==> src/rtl/x1_row_sequencer.sv <==
`timescale 1ns/1ps
`default_nettype none
// ============================================================================
// x1_row_sequencer
//   Wishbone master expanding one row PROGRAM/READ request into the 32
//   per-cell shim commands, then polling back READ results in issue order.
//   Rev 1.0 - initial release
// ============================================================================
module x1_row_sequencer #(
  parameter logic [31:0] X1_ADDR    = 32'h3000_000C,
  parameter int          POLL_LIMIT = 1024
) (
  input  logic        wb_clk_i,
  input  logic        wb_rst_i,
  input  logic        start,
  input  logic        op,
  input  logic [4:0]  row,
  input  logic [31:0] wdata,
  output logic        busy,
  output logic        done,
  output logic        err,
  output logic [31:0] rdata,
  output logic        wbm_cyc_o,
  output logic        wbm_stb_o,
  output logic        wbm_we_o,
  output logic [3:0]  wbm_sel_o,
  output logic [31:0] wbm_adr_o,
  output logic [31:0] wbm_dat_o,
  input  logic [31:0] wbm_dat_i,
  input  logic        wbm_ack_i
);

  localparam int                PCW         = $clog2(POLL_LIMIT + 1);
  localparam logic [PCW-1:0]    c_poll_last = PCW'(POLL_LIMIT - 1);
  localparam logic [31:0]       c_not_ready = 32'hDEAD_C0DE;
  localparam logic [4:0]        c_last_col  = 5'd31;

  typedef enum logic [2:0] {
    S_IDLE      = 3'd0,
    S_ISSUE     = 3'd1,
    S_GAP_ISSUE = 3'd2,
    S_POLL      = 3'd3,
    S_GAP_POLL  = 3'd4,
    S_FIN       = 3'd5,
    S_ABORT     = 3'd6
  } state_t;

  state_t         state_q, state_d;
  logic           op_q, op_d;
  logic [4:0]     row_q, row_d;
  logic [31:0]    wdata_q, wdata_d;
  logic [4:0]     col_q, col_d;
  logic [PCW-1:0] poll_cnt_q, poll_cnt_d;
  logic [31:0]    shadow_q, shadow_d;
  logic [31:0]    rdata_q, rdata_d;
  logic           busy_q, busy_d;
  logic           done_q, done_d;
  logic           err_q, err_d;
  logic           cyc_q, cyc_d;
  logic           stb_q, stb_d;
  logic           we_q, we_d;
  logic [31:0]    dat_q, dat_d;
  logic           ack_seen;

  // Command layout: {mode, row, col, 12'b0, data}; PROGRAM drives a full-scale cell value.
  function automatic logic [31:0] cmd_word(input logic prog, input logic [4:0] r,
                                           input logic [4:0] c, input logic bit_v);
    return {(prog ? 2'b11 : 2'b01), r, c, 12'h000, ((prog && bit_v) ? 8'hFF : 8'h00)};
  endfunction

  assign ack_seen = wbm_ack_i && stb_q;

  always_comb begin
    state_d    = state_q;
    op_d       = op_q;
    row_d      = row_q;
    wdata_d    = wdata_q;
    col_d      = col_q;
    poll_cnt_d = poll_cnt_q;
    shadow_d   = shadow_q;
    rdata_d    = rdata_q;
    busy_d     = busy_q;
    done_d     = 1'b0;
    err_d      = 1'b0;
    cyc_d      = cyc_q;
    stb_d      = stb_q;
    we_d       = we_q;
    dat_d      = dat_q;

    case (state_q)
      S_IDLE: begin
        if (start) begin
          op_d       = op;
          row_d      = row;
          wdata_d    = wdata;
          col_d      = 5'd0;
          poll_cnt_d = '0;
          shadow_d   = 32'h0;
          busy_d     = 1'b1;
          cyc_d      = 1'b1;
          stb_d      = 1'b1;
          we_d       = 1'b1;
          dat_d      = cmd_word(op, row, 5'd0, wdata[0]);
          state_d    = S_ISSUE;
        end
      end

      S_ISSUE: begin
        if (ack_seen) begin
          cyc_d = 1'b0;
          stb_d = 1'b0;
          we_d  = 1'b0;
          if (col_q == c_last_col) begin
            if (op_q) begin
              done_d  = 1'b1;
              busy_d  = 1'b0;
              state_d = S_FIN;
            end else begin
              // All 32 reads sit in the core FIFOs; results now drain from column 0.
              col_d   = 5'd0;
              state_d = S_GAP_POLL;
            end
          end else begin
            col_d   = col_q + 5'd1;
            state_d = S_GAP_ISSUE;
          end
        end
      end

      S_GAP_ISSUE: begin
        cyc_d   = 1'b1;
        stb_d   = 1'b1;
        we_d    = 1'b1;
        dat_d   = cmd_word(op_q, row_q, col_q, wdata_q[col_q]);
        state_d = S_ISSUE;
      end

      S_POLL: begin
        if (ack_seen) begin
          cyc_d = 1'b0;
          stb_d = 1'b0;
          if (wbm_dat_i == c_not_ready) begin
            if (poll_cnt_q == c_poll_last) begin
              poll_cnt_d = '0;
              err_d      = 1'b1;
              busy_d     = 1'b0;
              state_d    = S_ABORT;
            end else begin
              poll_cnt_d = poll_cnt_q + 1'b1;
              state_d    = S_GAP_POLL;
            end
          end else begin
            shadow_d[col_q] = wbm_dat_i[0];
            poll_cnt_d      = '0;
            if (col_q == c_last_col) begin
              rdata_d = shadow_d;
              done_d  = 1'b1;
              busy_d  = 1'b0;
              state_d = S_FIN;
            end else begin
              col_d   = col_q + 5'd1;
              state_d = S_GAP_POLL;
            end
          end
        end
      end

      S_GAP_POLL: begin
        cyc_d   = 1'b1;
        stb_d   = 1'b1;
        we_d    = 1'b0;
        dat_d   = 32'h0;
        state_d = S_POLL;
      end

      S_FIN:   state_d = S_IDLE;
      S_ABORT: state_d = S_IDLE;
      default: state_d = S_IDLE;
    endcase
  end

  always_ff @(posedge wb_clk_i) begin
    if (wb_rst_i) begin
      state_q    <= S_IDLE;
      op_q       <= 1'b0;
      row_q      <= 5'd0;
      wdata_q    <= 32'h0;
      col_q      <= 5'd0;
      poll_cnt_q <= '0;
      shadow_q   <= 32'h0;
      rdata_q    <= 32'h0;
      busy_q     <= 1'b0;
      done_q     <= 1'b0;
      err_q      <= 1'b0;
      cyc_q      <= 1'b0;
      stb_q      <= 1'b0;
      we_q       <= 1'b0;
      dat_q      <= 32'h0;
    end else begin
      state_q    <= state_d;
      op_q       <= op_d;
      row_q      <= row_d;
      wdata_q    <= wdata_d;
      col_q      <= col_d;
      poll_cnt_q <= poll_cnt_d;
      shadow_q   <= shadow_d;
      rdata_q    <= rdata_d;
      busy_q     <= busy_d;
      done_q     <= done_d;
      err_q      <= err_d;
      cyc_q      <= cyc_d;
      stb_q      <= stb_d;
      we_q       <= we_d;
      dat_q      <= dat_d;
    end
  end

  assign busy      = busy_q;
  assign done      = done_q;
  assign err       = err_q;
  assign rdata     = rdata_q;
  assign wbm_cyc_o = cyc_q;
  assign wbm_stb_o = stb_q;
  assign wbm_we_o  = we_q;
  assign wbm_sel_o = 4'hF;
  assign wbm_adr_o = X1_ADDR;
  assign wbm_dat_o = dat_q;

endmodule
`default_nettype wire

==> config.mk <==
export PLATFORM = sky130hd
export DESIGN_NAME = x1_row_sequencer
export DESIGN_NICKNAME = d
export VERILOG_FILES = /design/src/rtl/x1_row_sequencer.sv
export SDC_FILE = /design/constraint.sdc
export NUM_CORES = 1
export LEC_CHECK = 0
export BUFFER_PORTS_ARGS = -buffer_cell sky130_fd_sc_hd__buf_2
export CELL_PAD_IN_SITES_DETAIL_PLACEMENT = 1
export CELL_PAD_IN_SITES_GLOBAL_PLACEMENT = 2
export CORE_MARGIN = 2
export CORE_UTILIZATION = 34
export DETAILED_ROUTE_END_ITERATION = 8
export PLACE_DENSITY = 0.93
export SETUP_SLACK_MARGIN = 0.3
export SYNTH_ARGS = -nofsm -noshare
export SYNTH_HDL_FRONTEND = slang
export SYNTH_SLANG_ARGS = --single-unit
==> constraint.sdc <==
create_clock -name wb_clk_i -period 4.6 [get_ports wb_clk_i]
set_input_delay 0.46 -clock wb_clk_i [delete_from_list [all_inputs] [get_ports wb_clk_i]]
set_output_delay 0.46 -clock wb_clk_i [all_outputs]
set_load 0.005 [all_outputs]
==> metrics.yaml <==
timing:
  setup_violations: 0
  tightest_slew_ns: 0.8597
  grt_setup_unrepaired: "no"
  clock_skew_ns: 0.009460
  slew_headroom: 0.4261
  min_period_ns: 2.612
  setup_tns_ns: 0
  slew_viol_final: 0
  period_share: 0.5677
  worst_hold_slack_ns: 0.2837
  max_freq_ghz: 0.3829
  hold_violations: 0
layout:
  nets: 970
  fin_cells: 1172
  drive_above_1_share: 0.2317
  syn_to_final_growth_pct: 15.92
  fillers: 2441
  n_antenna_cell: 0
  multi_input_area_mm2: 0.003655
  seq_area_mm2: 0.002783
floorplanning:
  die-area_mm2: 0.02186
  rows: 52
  start_util: 0.3465
  core_mm2: 0.02030
  fp.dieW_um: 147.8
  io_pins: 180
  dieHeight_um: 147.8
placed_design:
  dp_hpwl_um: 12510
  gp_congestion: 0.7632
  place_inst: 1141
  io_buffers: 131
pwr:
  p_per_area_mw_per_mm2: 433.3
  p_leak_nw: 3.329
  netSwitchingFraction: 0.3029
  ir_drop_mv: 0.2331
  clockPowerShare: 0.399
  p_int_mw: 2.463
  p_total_mw: 3.533
  p_seq_frac: 0.399
  share_comb_of_total_power: 0.202
  p_sw_mw: 1.070
clock_tree:
  cts_tree: "yes"
  cts_setup_buffers: 0
  clockBufferDepth: 2
  cts_sinks: 139
  cts.clk_slew.worst_paths_ns: 0.06
  cts-resized-gates: 0
  h-tree-depth: 4
  hold_buffers: 0
  cts_root_buf: "clkbuf_16"
  cts_inserted_buffers: 17
  clk_latency_ns: 0.42
yosys:
  netlist_area_mm2: 0.007034
  synthFlopType: "dfxtp_1"
  synth_area_leader_cell: "dfxtp_1"
  yosysTopAreaCellShare: 0.3956
  ys_seq_elements: 139
  yosysUniqueCellTypes: 65
  yosys_warnings: 0
  async_flop_share: 0
  syn_area_per_cell_um2: 8.749
  synth_common_cells: "139 x dfxtp_1, 103 x nand2_1, 80 x nor2_1"
  ys_seq_area_frac: 0.3956
  synth_edf_count: 0
  synth_area_leaders: "dfxtp_1 40%, buf_4 6.0%, nand2_1 5.5%"
  synthMostInstantiatedCell: "dfxtp_1"
  synthCells: 804
grt:
  grt_pass1_wl_um: 30540
  grt.total_usage: 0.1735
  first_global_vias: 6077
  grt_max_degree: 62
  overflow: 0
  antenna_found_initial: 0
detailed_routing:
  wl_per_cell_um: 15.85
  vias_per_cell: 5.057
  ant_nets: 0
  vias: 5927
  drc: 0
  drt_first_pass_iters: 7
  wirelength_um: 18570
  drt_iter0_drc: 277
worst_setup_path:
  required_ns: 4.96
  arrival_ns: 2.97
  critPathLaunchType: "flip-flop"
  path_max_fanout: 36
  crit_type: "flip-flop to flip-flop"
  cpPeakStageDelay_ns: 0.81
  end_kind: "flip-flop"
  path_cells: "nand2b_1 -> nor2_1 -> o211a_1 -> buf_4 -> and3_1 -> a31o_2"
  cpMaxStageDelayCell: "dfxtp_1"
flow_run:
  maxCapViolations: 0
min_path:
  worstHoldPathType: "primary input to flip-flop"
run_status:
  status: "finished clean"
critical path: cells and delay by family (launching register included):
family | cells | cell delay, ns
simple gates | 3 | 0.93
flops | 1 | 0.81
buf+inv | 1 | 0.40
compound gates | 2 | 0.41
cell usage in the layout (no fill, tap or decap), drive strengths merged, types with 5 or more instances in the layout:
cell and instances:
mux2i 29, clkbuf 24, o22ai 8, nor2b 30
and3 7, a22oi 6, a31o 5, xnor2 6
buf 139, conb 48, nand2b 11, ha 6
inv 14, o21ai 27, mux2 32, a32o 32
nand4 8, a21oi 67, nand2 104, nor2 80
dfxtp 139, nor3 7
worst paths after layout:
check | slack (ns) | depth (start not counted) | to | from
hold reg to reg | 0.46 | 2 | wdata_q[1] | wdata_q[1]
setup reg to reg | 1.99 | 6 | rdata[10] | state_q[1]
setup / recovery | 1.99 | 6 | rdata[10] | state_q[1]
hold / removal | 0.28 | 3 | wdata_q[21] | wdata[21]
through the flow:
step / util / worst slack [ns] / cell area, um2
finish: 0.4017 / 1.988 / 8154
global route: 0.4017 / 1.683 / 8154
CTS: 0.4017 / 2.009 / 8154
detailed placement: 0.3719 / 1.964 / 7550
global placement: 0.3719 / 1.980 / 7550
floorplan: - / 2.331 / 7207
layer usage:
layer,global-route usage,up-vias,wire (um)
li1,-,2886,-
met1,0.2127,2879,8369
met2,0.3037,147,9134
met3,0.03796,15,851
met4,0.05429,0,216
met5,0,-,0
cell type report:
class                      count  area share
clock buffer                  24     0.06030
clock inverter                 7     0.01381
inverter                      15    0.006905
multi-input combinational    578      0.4482
sequential                   139      0.3413
tap                          270     0.04143
timing repair buffer         139     0.08808
sequential cells by signal (all words and copies together) (netlist names), 3 cells and up:
register,flops
wbm_dat_o,13
col_q,5
state_q,3
shadow_q,32
wdata_q,32
rdata,32
row_q,5
poll_cnt_q,11
kinds of logic after synthesis:
group                    Yosys count  synth area share
adder cells (fa/ha/maj)            6           0.01067
buffers and inverters            133            0.1094
AND/OR/NAND/NOR                  272            0.1821
other                              2          0.001068
XOR/XNOR                           9           0.01121
flip-flops                       139            0.3956
multiplexers                      65            0.1160
AO/OA/AOI/OAI                    178            0.1740
power groups by stage:
stage | clock network, mW | logic [mW] | registers [mW]
final | 1.41 | 0.715 | 1.41
after global routing | 1.49 | 0.810 | 1.42
after CTS | 1.44 | 0.723 | 1.41
after detailed placement | 0 | 0.720 | 1.43
after global placement | 0 | 0.707 | 1.43
after floorplan | 0 | 0.576 | 1.38
No activity file was read; power rests on OpenSTA's default activity.
